===== src/rtl/core_inst_gen.sv =====
// core_inst_gen: per-tile instruction sequencer in front of `core`.
// Sequence: IDLE -> WRD -> WLOAD -> XRD -> EXEC -> DRAIN -> [RDBK] -> DONE.
// Optional feature macro: CORE_INST_GEN_PMEM_READBACK_EN adds the RDBK state,
// which reads the freshly written psums back out of pmem.
// inst is registered; each cycle's word is built from the next-state values.
module core_inst_gen #(
   parameter int row    = 8,
   parameter int col    = 8,
   parameter int len_bw = 5
) (
   input  logic              clk,
   input  logic              reset,
   input  logic              start,
   input  logic [10:0]       w_base,
   input  logic [10:0]       x_base,
   input  logic [10:0]       p_base,
   input  logic [len_bw-1:0] len,
   input  logic              acc_i,
   input  logic              ofifo_valid,
   output logic [33:0]       inst,
   output logic              busy,
   output logic              done
);

   localparam logic [33:0] NOP = 34'h1_800C_0000;

   localparam int unsigned B_ACC     = 33;
   localparam int unsigned B_CEN_P   = 32;
   localparam int unsigned B_WEN_P   = 31;
   localparam int unsigned B_CEN_X   = 19;
   localparam int unsigned B_OFIFO   = 6;
   localparam int unsigned B_L0_RD   = 3;
   localparam int unsigned B_L0_WR   = 2;
   localparam int unsigned B_EXECUTE = 1;
   localparam int unsigned B_LOAD    = 0;

   localparam int CW = $clog2((2 ** len_bw) + row + col + 1);
   localparam int KW = len_bw + 1;

   localparam logic [CW-1:0] WRD_LAST   = CW'(row);
   localparam logic [CW-1:0] WLOAD_LAST = CW'(row + col - 1);
   localparam logic [CW-1:0] EXEC_TAIL  = CW'(row + col - 1);
   localparam logic [CW-1:0] ROW_C      = CW'(row);

   typedef enum logic [2:0] {
      S_IDLE,
      S_WRD,
      S_WLOAD,
      S_XRD,
      S_EXEC,
      S_DRAIN,
`ifdef CORE_INST_GEN_PMEM_READBACK_EN
      S_RDBK,
`endif
      S_DONE
   } state_t;

   state_t            state_q, state_d;
   logic [CW-1:0]     cnt_q, cnt_d;
   logic [KW-1:0]     r_q, r_d;
   logic [KW-1:0]     k_q, k_d;
   logic              rd_q, rd_d;
   logic              wr_d;
   logic [10:0]       wr_addr_d;
   logic [10:0]       w_base_q, w_base_d;
   logic [10:0]       x_base_q, x_base_d;
   logic [10:0]       p_base_q, p_base_d;
   logic [len_bw-1:0] len_q, len_d;
   logic              acc_q, acc_d;
   logic [33:0]       inst_q, inst_d;
   logic              busy_q, busy_d;
   logic              done_q, done_d;

   logic [CW-1:0]     len_c;
   logic [KW-1:0]     len_k;

   assign len_c = CW'(len_q);
   assign len_k = KW'(len_q);

   // Next-state, phase counter and drain read/write bookkeeping.
   always_comb begin
      state_d   = state_q;
      cnt_d     = cnt_q;
      r_d       = r_q;
      k_d       = k_q;
      rd_d      = 1'b0;
      wr_d      = 1'b0;
      wr_addr_d = p_base_q;
      w_base_d  = w_base_q;
      x_base_d  = x_base_q;
      p_base_d  = p_base_q;
      len_d     = len_q;
      acc_d     = acc_q;
      case (state_q)
         S_IDLE: begin
            if (start) begin
               w_base_d = w_base;
               x_base_d = x_base;
               p_base_d = p_base;
               len_d    = len;
               acc_d    = acc_i;
               cnt_d    = '0;
               state_d  = S_WRD;
            end
         end
         S_WRD: begin
            if (cnt_q == WRD_LAST) begin
               cnt_d   = '0;
               state_d = S_WLOAD;
            end else begin
               cnt_d = cnt_q + 1'b1;
            end
         end
         S_WLOAD: begin
            if (cnt_q == WLOAD_LAST) begin
               cnt_d   = '0;
               state_d = (len_q == '0) ? S_DONE : S_XRD;
            end else begin
               cnt_d = cnt_q + 1'b1;
            end
         end
         S_XRD: begin
            if (cnt_q == len_c) begin
               cnt_d   = '0;
               state_d = S_EXEC;
            end else begin
               cnt_d = cnt_q + 1'b1;
            end
         end
         S_EXEC: begin
            if (cnt_q == len_c + EXEC_TAIL) begin
               cnt_d   = '0;
               r_d     = '0;
               k_d     = '0;
               state_d = S_DRAIN;
            end else begin
               cnt_d = cnt_q + 1'b1;
            end
         end
         S_DRAIN: begin
            if (k_q == len_k) begin
               cnt_d = '0;
`ifdef CORE_INST_GEN_PMEM_READBACK_EN
               state_d = S_RDBK;
`else
               state_d = S_DONE;
`endif
            end
         end
`ifdef CORE_INST_GEN_PMEM_READBACK_EN
         S_RDBK: begin
            if (cnt_q == len_c) begin
               cnt_d   = '0;
               state_d = S_DONE;
            end else begin
               cnt_d = cnt_q + 1'b1;
            end
         end
`endif
         S_DONE: state_d = S_IDLE;
         default: state_d = S_IDLE;
      endcase

      // r/k count reads/writes already shown on inst; the write lags its read by one word.
      if (state_d == S_DRAIN) begin
         rd_d      = ofifo_valid && (r_d < len_k);
         wr_d      = rd_q;
         wr_addr_d = p_base_d + 11'(k_d);
         r_d       = r_d + KW'(rd_d);
         k_d       = k_d + KW'(wr_d);
      end
   end

   // Instruction word for the cycle being entered, plus status flags.
   always_comb begin
      inst_d = NOP;
      case (state_d)
         S_WRD: begin
            if (cnt_d < ROW_C) begin
               inst_d[B_CEN_X] = 1'b0;
               inst_d[17:7]    = w_base_d + 11'(cnt_d);
            end
            if (cnt_d != '0) inst_d[B_L0_WR] = 1'b1;
         end
         S_WLOAD: begin
            inst_d[B_L0_RD] = 1'b1;
            inst_d[B_LOAD]  = 1'b1;
         end
         S_XRD: begin
            if (cnt_d < CW'(len_d)) begin
               inst_d[B_CEN_X] = 1'b0;
               inst_d[17:7]    = x_base_d + 11'(cnt_d);
            end
            if (cnt_d != '0) inst_d[B_L0_WR] = 1'b1;
         end
         S_EXEC: begin
            inst_d[B_EXECUTE] = 1'b1;
            inst_d[B_ACC]     = acc_d;
            if (cnt_d < CW'(len_d)) inst_d[B_L0_RD] = 1'b1;
         end
         S_DRAIN: begin
            inst_d[B_OFIFO] = rd_d;
            if (wr_d) begin
               inst_d[B_CEN_P] = 1'b0;
               inst_d[B_WEN_P] = 1'b0;
               inst_d[30:20]   = wr_addr_d;
            end
         end
`ifdef CORE_INST_GEN_PMEM_READBACK_EN
         S_RDBK: begin
            if (cnt_d < CW'(len_d)) begin
               inst_d[B_CEN_P] = 1'b0;
               inst_d[30:20]   = p_base_d + 11'(cnt_d);
            end
         end
`endif
         default: inst_d = NOP;
      endcase
      busy_d = (state_d != S_IDLE);
      done_d = (state_d == S_DONE);
   end

   // State and output registers with synchronous active-low reset.
   always_ff @(posedge clk) begin
      if (!reset) begin
         state_q  <= S_IDLE;
         cnt_q    <= '0;
         r_q      <= '0;
         k_q      <= '0;
         rd_q     <= 1'b0;
         w_base_q <= '0;
         x_base_q <= '0;
         p_base_q <= '0;
         len_q    <= '0;
         acc_q    <= 1'b0;
         inst_q   <= NOP;
         busy_q   <= 1'b0;
         done_q   <= 1'b0;
      end else begin
         state_q  <= state_d;
         cnt_q    <= cnt_d;
         r_q      <= r_d;
         k_q      <= k_d;
         rd_q     <= rd_d;
         w_base_q <= w_base_d;
         x_base_q <= x_base_d;
         p_base_q <= p_base_d;
         len_q    <= len_d;
         acc_q    <= acc_d;
         inst_q   <= inst_d;
         busy_q   <= busy_d;
         done_q   <= done_d;
      end
   end

   assign inst = inst_q;
   assign busy = busy_q;
   assign done = done_q;

endmodule

===== config.mk =====
export PLATFORM = sky130hd
export DESIGN_NAME = core_inst_gen
export DESIGN_NICKNAME = d
export VERILOG_FILES = /design/src/rtl/core_inst_gen.sv
export SDC_FILE = /design/constraint.sdc
export NUM_CORES = 1
export LEC_CHECK = 0
export BUFFER_PORTS_ARGS = -buffer_cell sky130_fd_sc_hd__buf_4
export CAP_MARGIN = 20
export CELL_PAD_IN_SITES_DETAIL_PLACEMENT = 1
export CELL_PAD_IN_SITES_GLOBAL_PLACEMENT = 2
export CORE_UTILIZATION = 32
export CTS_CLUSTER_DIAMETER = 30
export CTS_CLUSTER_SIZE = 16
export DETAILED_ROUTE_END_ITERATION = 8
export GPL_ROUTABILITY_DRIVEN = 0
export HOLD_SLACK_MARGIN = 0.05
export PLACE_DENSITY_LB_ADDON = 0.25
export REMOVE_ABC_BUFFERS = 1
export SLEW_MARGIN = 20
export SYNTH_ARGS = -nofsm -noshare
export SYNTH_HDL_FRONTEND = slang
export SYNTH_SLANG_ARGS = --single-unit

===== constraint.sdc =====
create_clock -name clk -period 3.7 [get_ports clk]
set_input_delay 0.37 -clock clk [delete_from_list [all_inputs] [get_ports clk]]
set_output_delay 0.37 -clock clk [all_outputs]
set_load 0.03 [all_outputs]

# Word-level counts from Yosys, hierarchy flattened
# Index checks and enable logic that the tools add are counted.
# classes
n_addsub,7
mul,0
n_div,0
n_lt_le_gt_ge,3
n_eq_ne,16
shift,0
muxes,45
n_bitwise,0
n_reduce_logical,10
# ops
op,count
11-bit two-way mux,8
6-bit two-way mux,12
6-bit case mux with 6 select lines,1
11-bit by 6-bit adder with 11-bit output,3
11-bit case mux with 2 select lines,1
3-bit two-way mux,7
3-bit case mux with 6 select lines,1
"3-bit == test, second input constant",5
13-bit two-way mux,1
6-bit by 1-bit adder with 6-bit output,2
"3-bit by 2-bit == test with 1-bit output, second input constant",4
"6-bit by 4-bit == test with 1-bit output, second input constant",2
6-bit by 5-bit == test with 1-bit output,2
6-bit by 5-bit less-than comparator with 1-bit output,2
1-bit two-way mux,10
5-bit two-way mux,2
"5-bit by 4-bit adder with 6-bit output, second input constant",1
"6-bit by 1-bit adder with 6-bit output, second input constant",1
"3-bit by 1-bit == test with 1-bit output, second input constant",2
6-bit == test,1
"6-bit by 4-bit less-than comparator with 1-bit output, second input constant",1
2-bit AND reduction,3
6-bit nonzero test,1
5-bit zero test,1
other kinds (6),7
# word_totals
ff_bits,97
latchBits,0
mem_bits_rw,0
mem_bits_ro,0
inputBits,43
output_inout_bits,36
wordCells,99
memories,0

# Logic depth before layout (Yosys ltp)
# Gate-level depths: netlist of run 1.
# depth
ltp_word,8
mapped_depth,21
ltp_nobuf,18

# Worst setup path after synthesis of run 1
# OpenSTA, ideal clock, no wires.
# synth_path
path_kind,flip-flop to flip-flop
start,register len_q[0]
end,register r_q[4]
setup_time_ps,115
arrival_time_ps,3934
required_ps,3585
setup_slack_ps,-348
path_stages_with_launch,22
path_buffers,3
synth_period_minus_slack_ps,4048
cell_sequence,dfxtp_1 -> buf_2 -> inv_1 -> ha_1 -> xnor2_1 -> a211o_1 -> or4_4 -> or2_4 -> buf_6 -> buf_8 -> and2_1 -> ha_1 -> o21ai_0 -> a31oi_1 -> o211a_1 -> nor2_1 -> ha_1 -> ha_1 -> and2_1 -> nand4_1 -> and2_1 -> o21a_1
# synth_between
elab_chain_cells,8
elab_cells_between_ends,18
cone_classes,add/sub (2); order compare (1); eq/ne (4); mux (9); reduce/logical (2)
# synth_rtl
element,line_no,source
"start, declared",68,"logic [len_bw-1:0] len_q, len_d;"
"start signal, assigned",248,len_q <= len_d;
5-bit by 4-bit adder with 6-bit output,131,if (cnt_q == len_c + EXEC_TAIL) begin
6-bit == test,131,
6-bit two-way mux,131,
6-bit two-way mux,94,case (state_q)
6-bit by 5-bit less-than comparator with 1-bit output,166,rd_d = ofifo_valid && (r_d < len_k);
1-bit logical AND,166,
6-bit by 1-bit adder with 6-bit output,169,r_d = r_d + KW'(rd_d);
6-bit two-way mux (*),165,if (state_d == S_DRAIN) begin
"end signal, assigned",242,r_q <= r_d;
"end, declared",60,"logic [KW-1:0] r_q, r_d;"
# Every way passes the cells marked *; elsewhere a longest branch is shown, timed or not.
# A chain may end at the register's enable or synchronous reset.

# Final worst setup path of run 1
# layout_path
start,register len_q[1]
end,register r_q[5]
# Same word-level chain as after synthesis.

==> flow_summary.json, run 1 <==
{
  "status": "finished, violations left",
  "failed_checks": "negative setup slack",
  "fp.dieArea_um2": 17200,
  "antenna_found_initial": 0,
  "final_cell_mix": "buf_4 (145), dfxtp_1 (86), and2_1 (35), nor2b_1 (29), inv_1 (29)",
  "initial_core_util": 0.332,
  "leakage_nw": 3.24,
  "crit_chain": "inv_2, ha_4, xnor2_2, a211o_1, or4_4, or2_4, and2_4, ha_4, o21ai_2, a31oi_1, o211a_1, nor2_2, ha_2, and2_4, and3_4, nand4_1, xnor2_1, and3_1",
  "synth_edf_count": 0,
  "drcViolationCount": 0,
  "holdWs_ns": 0.307,
  "io_pins": 79,
  "final_cells": 943,
  "fin_crit_ns": 3.75,
  "grt_pass1_wl_um": 25200,
  "synth.distinct_cells": 67,
  "grt_usage": 0.183,
  "slew_viol_final": 0,
  "crit_required_ns": 3.95,
  "vdd_drop_max_mv": 0.230,
  "first_pass_iters": 4,
  "skew_ns": 0.00704,
  "hold_buffers": 0,
  "num_antenna_cells": 0,
  "p_per_area_nw_per_um2": 351,
  "finalInstanceArea_um2": 7370,
  "switching_share": 0.291,
  "relSlewSlack": 0.415,
  "antenna_left": 0,
  "p_clk_frac": 0.387,
  "power.internal_w": 0.00184,
  "nets": 801,
  "die_y_um": 131,
  "grt_pass1_vias": 5005,
  "tightest_slew_ns": 0.856,
  "worstPathArrival_ns": 4.00,
  "startpoint_type": "flop",
  "drt_iter0_markers": 199,
  "numCtsBuffers": 9,
  "async_reset_ff_frac": 0,
  "grt_overflow": 0,
  "dp_hpwl_um": 11500,
  "max_cap_viol_count": 0,
  "end_kind": "flop",
  "netlist_area_um2": 5350,
  "dr_total_vias": 4648,
  "yosys-top-cells-area": "dfxtp_1 (35%), ha_1 (7.7%), and2_1 (4.8%)",
  "synth_flop_cell": "dfxtp_1",
  "portBuffers": 75,
  "wl_um": 15600,
  "routedWlPerCell_um": 16.5,
  "ys_ff_latch": 93,
  "die_w_um": 131,
  "syn_avg_cell_area_um2": 9.03,
  "critPathSlowestCell": "or4_4",
  "yosysTopAreaCellShare": 0.348,
  "fin_ws_ns": -0.0528,
  "clkTransAtPathRegs_ns": 0.07,
  "power_frac_comb": 0.204,
  "max_stage_delay_ns": 0.52,
  "tns_ns": -0.0694,
  "r2r_cells": 18,
  "clkSinkCount": 93,
  "place_area_um2": 6500,
  "layout_commonest_cell": "buf_4",
  "fin_crit_sh": 1.01,
  "p_seq_frac": 0.409,
  "setup_violations": 2,
  "hold_path_depth": 3,
  "path_class": "reg2reg",
  "rows": 46,
  "core_area_um2": 16100,
  "vias_per_cell": 4.93,
  "fmax_ghz": 0.266,
  "place_ws_ns": -0.255,
  "dpl.cell_count": 913,
  "cts_max_path_buffers": 2,
  "cts-root-buf": "clkbuf_16",
  "cts-htree-levels": 3,
  "syn_to_final_growth_pct": 37.9,
  "hp-class": "in2reg",
  "clock_latency_ns": 0.36,
  "worst-path-max-fanout": 6,
  "netlist_instances": 592,
  "power.switching_w": 0.000752,
  "yosysWarnings": 0,
  "grt_setup_unrepaired": "true",
  "yosys.area.top_type": "dfxtp_1",
  "drive_gt1_frac": 0.366,
  "ys_seq_area_frac": 0.348,
  "grt_max_degree": 68,
  "hold_viol": 0,
  "tritoncts": "yes"
}
==> worst max-delay path, delay by kind of cell, from the launching register on <==
| family | cells | cell delay [ns] |
|---|---|---|
| AO/OA/AOI/OAI | 4 | 0.72 |
| adder cells (fa/ha/maj) | 3 | 0.58 |
| flip-flops | 1 | 0.35 |
| AND/OR/NAND/NOR | 8 | 1.66 |
| XOR/XNOR | 2 | 0.28 |
| buffers and inverters | 1 | 0.05 |
==> final cells by class <==
type	instances	area (um2)
fillers	1877	8740
multi-input cells	434	3600
flip-flops and latches	93	1870
repair buffers	152	1180
well taps	216	270
clock buffers	9	225
inverters	32	120
clock inverters	7	95.1
==> layer usage <==
layer  up-vias  global-route usage  share of wire
met5         -                   0              0
met4         0              0.0652          0.014
met3        14              0.0278          0.028
met2        69               0.322           0.50
met1      2242               0.226           0.46
li1       2323                   -              -
==> final timing paths <==
| check | start | to | slack [ns] |
|---|---|---|---|
| worst max-delay path | len_q[1] | r_q[5] | -0.05 |
| worst min-delay path | acc_i | inst[33] | 0.31 |
| worst max register to register | len_q[1] | r_q[5] | -0.05 |
| worst min register to register | r_q[1] | r_q[1] | 0.52 |
==> registers in the layout, summed over array words and instances (netlist names) <==
signal	flops
w_base_q	11
k_q	6
inst	30
r_q	6
acc_q	1
busy	1
done	1
cnt_q	6
rd_q	1
state_q	3
len_q	5
p_base_q	11
x_base_q	11
==> synthesized netlist by cell type, drive strengths merged (4+ instances only) <==
cell type and n:
mux2 18, a211o 4, o32ai 11, nand4 8, o21ai 19, xnor2 24
nor3 19, a21oi 30, dfxtp 93, inv 32, nor2 27, and3 5
ha 33, nor4 4, clkbuf 14, o21bai 4, nand2 30, a21boi 7
a31oi 4, mux2i 19, nand3 11, xor2 16, buf 20, nor2b 30
or3 6, o21a 5, a21o 14, and2 41
==> timing repair <==
| item | 4_1_cts | 5_1_grt |
|---|---|---|
| gates cloned | 0 | 1 |
| resized for setup | 37 | 56 |
| setup buffers | 6 | 7 |
| endpoints found under the setup margin | 20 | 21 |
| pin swaps | 25 | 29 |
==> cells by family after synthesis <==
| kind of cell | after synthesis | synth area share |
|---|---|---|
| and+or+nand+nor | 201 | 0.214 |
| AOI/OAI and AO/OA | 117 | 0.152 |
| DFF | 93 | 0.348 |
| buffers and inverters | 66 | 0.0564 |
| xor gates and xnor gates | 40 | 0.0655 |
| muxes | 37 | 0.0742 |
| adders and majority gates | 36 | 0.0884 |
| other | 2 | 0.00140 |
==> power groups by stage <==
stage	clock network, W	logic [W]	registers [W]
after floorplan	0	0.000244	0.00110
after global placement	0	0.000443	0.00108
after detailed placement	0	0.000457	0.00108
after CTS	0.00104	0.000485	0.00106
after global routing	0.00107	0.000575	0.00106
final	0.00100	0.000528	0.00106
==> stage by stage <==
step	utilization	total power, W
floorplan	-	0.00134
global placement	0.403	0.00152
detailed placement	0.403	0.00154
CTS	0.436	0.00258
global route	0.457	0.00271
finish	0.457	0.00259
No activity file was read; power rests on OpenSTA's default activity.
==> run 2, diff against run 1 <==
REMOVE_ABC_BUFFERS = default   (was 1)
==> run 2 against run 1 <==
Against the previous run:
- the run now ends clean
- global-route usage increased by 0.51 points
- clock power decreased by 5%
- worst setup slack improved by 0.083 ns
- clock skew increased by 0.0046 ns
- wire length increased by 7.7%
- clock-buffer cell count unchanged
- first-iteration DRC count decreased by 38%
- register-to-register slack improved by 0.08 ns
- combinational power increased by 4.0%
- core utilization increased by 1.4 points
- non-clock buffer count increased by 14
- cell area increased by 3.0%
- largest cell class unchanged
- largest power group unchanged
==> flow_summary.json, run 2 (synthesis results as in run 1) <==
{
  "power.switching_w": 0.000737,
  "clkTransAtPathRegs_ns": 0.08,
  "p_seq_frac": 0.414,
  "grt_setup_unrepaired": "true",
  "relSlewSlack": 0.432,
  "numCtsBuffers": 9,
  "portBuffers": 75,
  "switching_share": 0.287,
  "num_antenna_cells": 0,
  "fill_cells": 1845,
  "grt_usage": 0.188,
  "p_total_w": 0.00257,
  "vdd_drop_max_mv": 0.203,
  "antenna_left": 0,
  "clkSinkCount": 93,
  "leakage_nw": 3.30,
  "fin_crit_sh": 0.992,
  "grt_max_degree": 68,
  "cts_max_path_buffers": 2,
  "path_class": "reg2reg",
  "cp_num_buf_inv": 1,
  "final_cell_mix": "buf_4 (156), dfxtp_1 (88), and2_1 (35), nor2b_1 (29), inv_1 (27)",
  "syn_to_final_growth_pct": 41.9,
  "hold_viol": 0,
  "setup_violations": 0,
  "drcViolationCount": 0,
  "dp_hpwl_um": 12200,
  "fp.dieArea_um2": 17200,
  "status": "finished, final reports clean",
  "final_cells": 956,
  "wl_um": 16700,
  "p_clk_frac": 0.372,
  "crit_chain": "inv_4, ha_4, xnor2_2, a211o_1, or4_4, or2_4, and2_4, ha_4, o21ai_2, a31oi_1, o211a_1, nor2_2, ha_2, and2_4, and3_4, nand4_1, xnor2_1, and3_1",
  "tightest_slew_ns": 0.848,
  "cts-root-buf": "clkbuf_16",
  "crit_family": "simple AND/OR/NAND/NOR gates",
  "worstPathArrival_ns": 3.93,
  "drt_iter0_markers": 124,
  "die_w_um": 131,
  "place_area_um2": 6610,
  "grt_pass1_vias": 5038,
  "end_kind": "flop",
  "holdWs_ns": 0.308,
  "largest_reg_flops": 30,
  "fmax_ghz": 0.272,
  "hp-class": "in2reg",
  "antenna_found_initial": 0,
  "dpl.cell_count": 921,
  "vias_per_cell": 4.98,
  "dr_total_vias": 4760,
  "first_pass_iters": 4,
  "worst-path-max-fanout": 5,
  "power.internal_w": 0.00183,
  "max_stage_delay_ns": 0.43,
  "crit_required_ns": 3.96,
  "slew_viol_final": 0,
  "layout_commonest_cell": "buf_4",
  "core_area_um2": 16100,
  "power_frac_comb": 0.214,
  "startpoint_type": "flop",
  "clock_latency_ns": 0.35,
  "io_pins": 79,
  "tritoncts": "yes",
  "die_y_um": 131,
  "cts-htree-levels": 3,
  "routedWlPerCell_um": 17.5,
  "drive_gt1_frac": 0.404,
  "fin_crit_ns": 3.67,
  "rows": 46,
  "max_cap_viol_count": 0,
  "finalInstanceArea_um2": 7590,
  "nets": 815,
  "grt_pass1_wl_um": 25800,
  "p_per_area_nw_per_um2": 338,
  "grt_overflow": 0,
  "critPathSlowestCell": "or4_4",
  "skew_ns": 0.0116,
  "initial_core_util": 0.332
}
run 2: metrics by stage:
step	TNS [ns]	utilization	setup slack (ns)
after CTS	-0.0290	0.438	-0.0290
after detailed placement	-2.08	0.410	-0.202
after global routing	-1.59	0.471	-0.170
final	0	0.471	0.0299
after global placement	-0.591	0.410	-0.155
after floorplan	-0.497	-	-0.215
run 2: worst min-delay path, stage by stage:
cell and delay [ns]:
buf_4 0.12, nand4b_4 0.09, nor3_1 0.05
run 2: area by class of cell:
cell class,count,area [um2],area share
clock buffer,9,225,0.0297
clock inverter,6,70.1,0.00923
inverter,32,125,0.0165
multi-input combinational,434,3730,0.491
sequential,93,1880,0.247
tap,216,270,0.0356
timing repair buffer,166,1300,0.171
run 2: repair_timing:
action,in CTS,in global routing
endpoints found under the setup margin,20,22
endpoints found under the hold margin,0,0
gates cloned,0,1
gates resized for setup,17,87
pin swaps,11,47
buffers inserted,9,11
hold buffers,0,0
run 2: final timing paths:
path                                  start      end  slack, ns  cells after the start
worst max register to register     len_q[1]   r_q[5]       0.03                     18
worst max-delay path               len_q[1]   r_q[5]       0.03                     18
worst min-delay path            ofifo_valid  inst[6]       0.31                      3
worst min register to register       r_q[1]   r_q[1]       0.51                      2
run 2: routing by layer:
| metal | routed length, um | vias up | global-route usage | part of all wire |
|---|---|---|---|---|
| met4 | 402 | 0 | 0.0691 | 0.024 |
| met2 | 8190 | 71 | 0.317 | 0.49 |
| met5 | 0 | - | 0 | 0 |
| li1 | - | 2350 | - | - |
| met3 | 501 | 26 | 0.0378 | 0.030 |
| met1 | 7650 | 2313 | 0.237 | 0.46 |
run 2: power groups by stage:
stage,sequential (W),clock [W],combinational (W)
after CTS,0.00106,0.000980,0.000477
after global routing,0.00107,0.00102,0.000596
final,0.00106,0.000955,0.000549
after detailed placement,0.00109,0,0.000463
after global placement,0.00108,0,0.000448
after floorplan,0.00110,0,0.000266
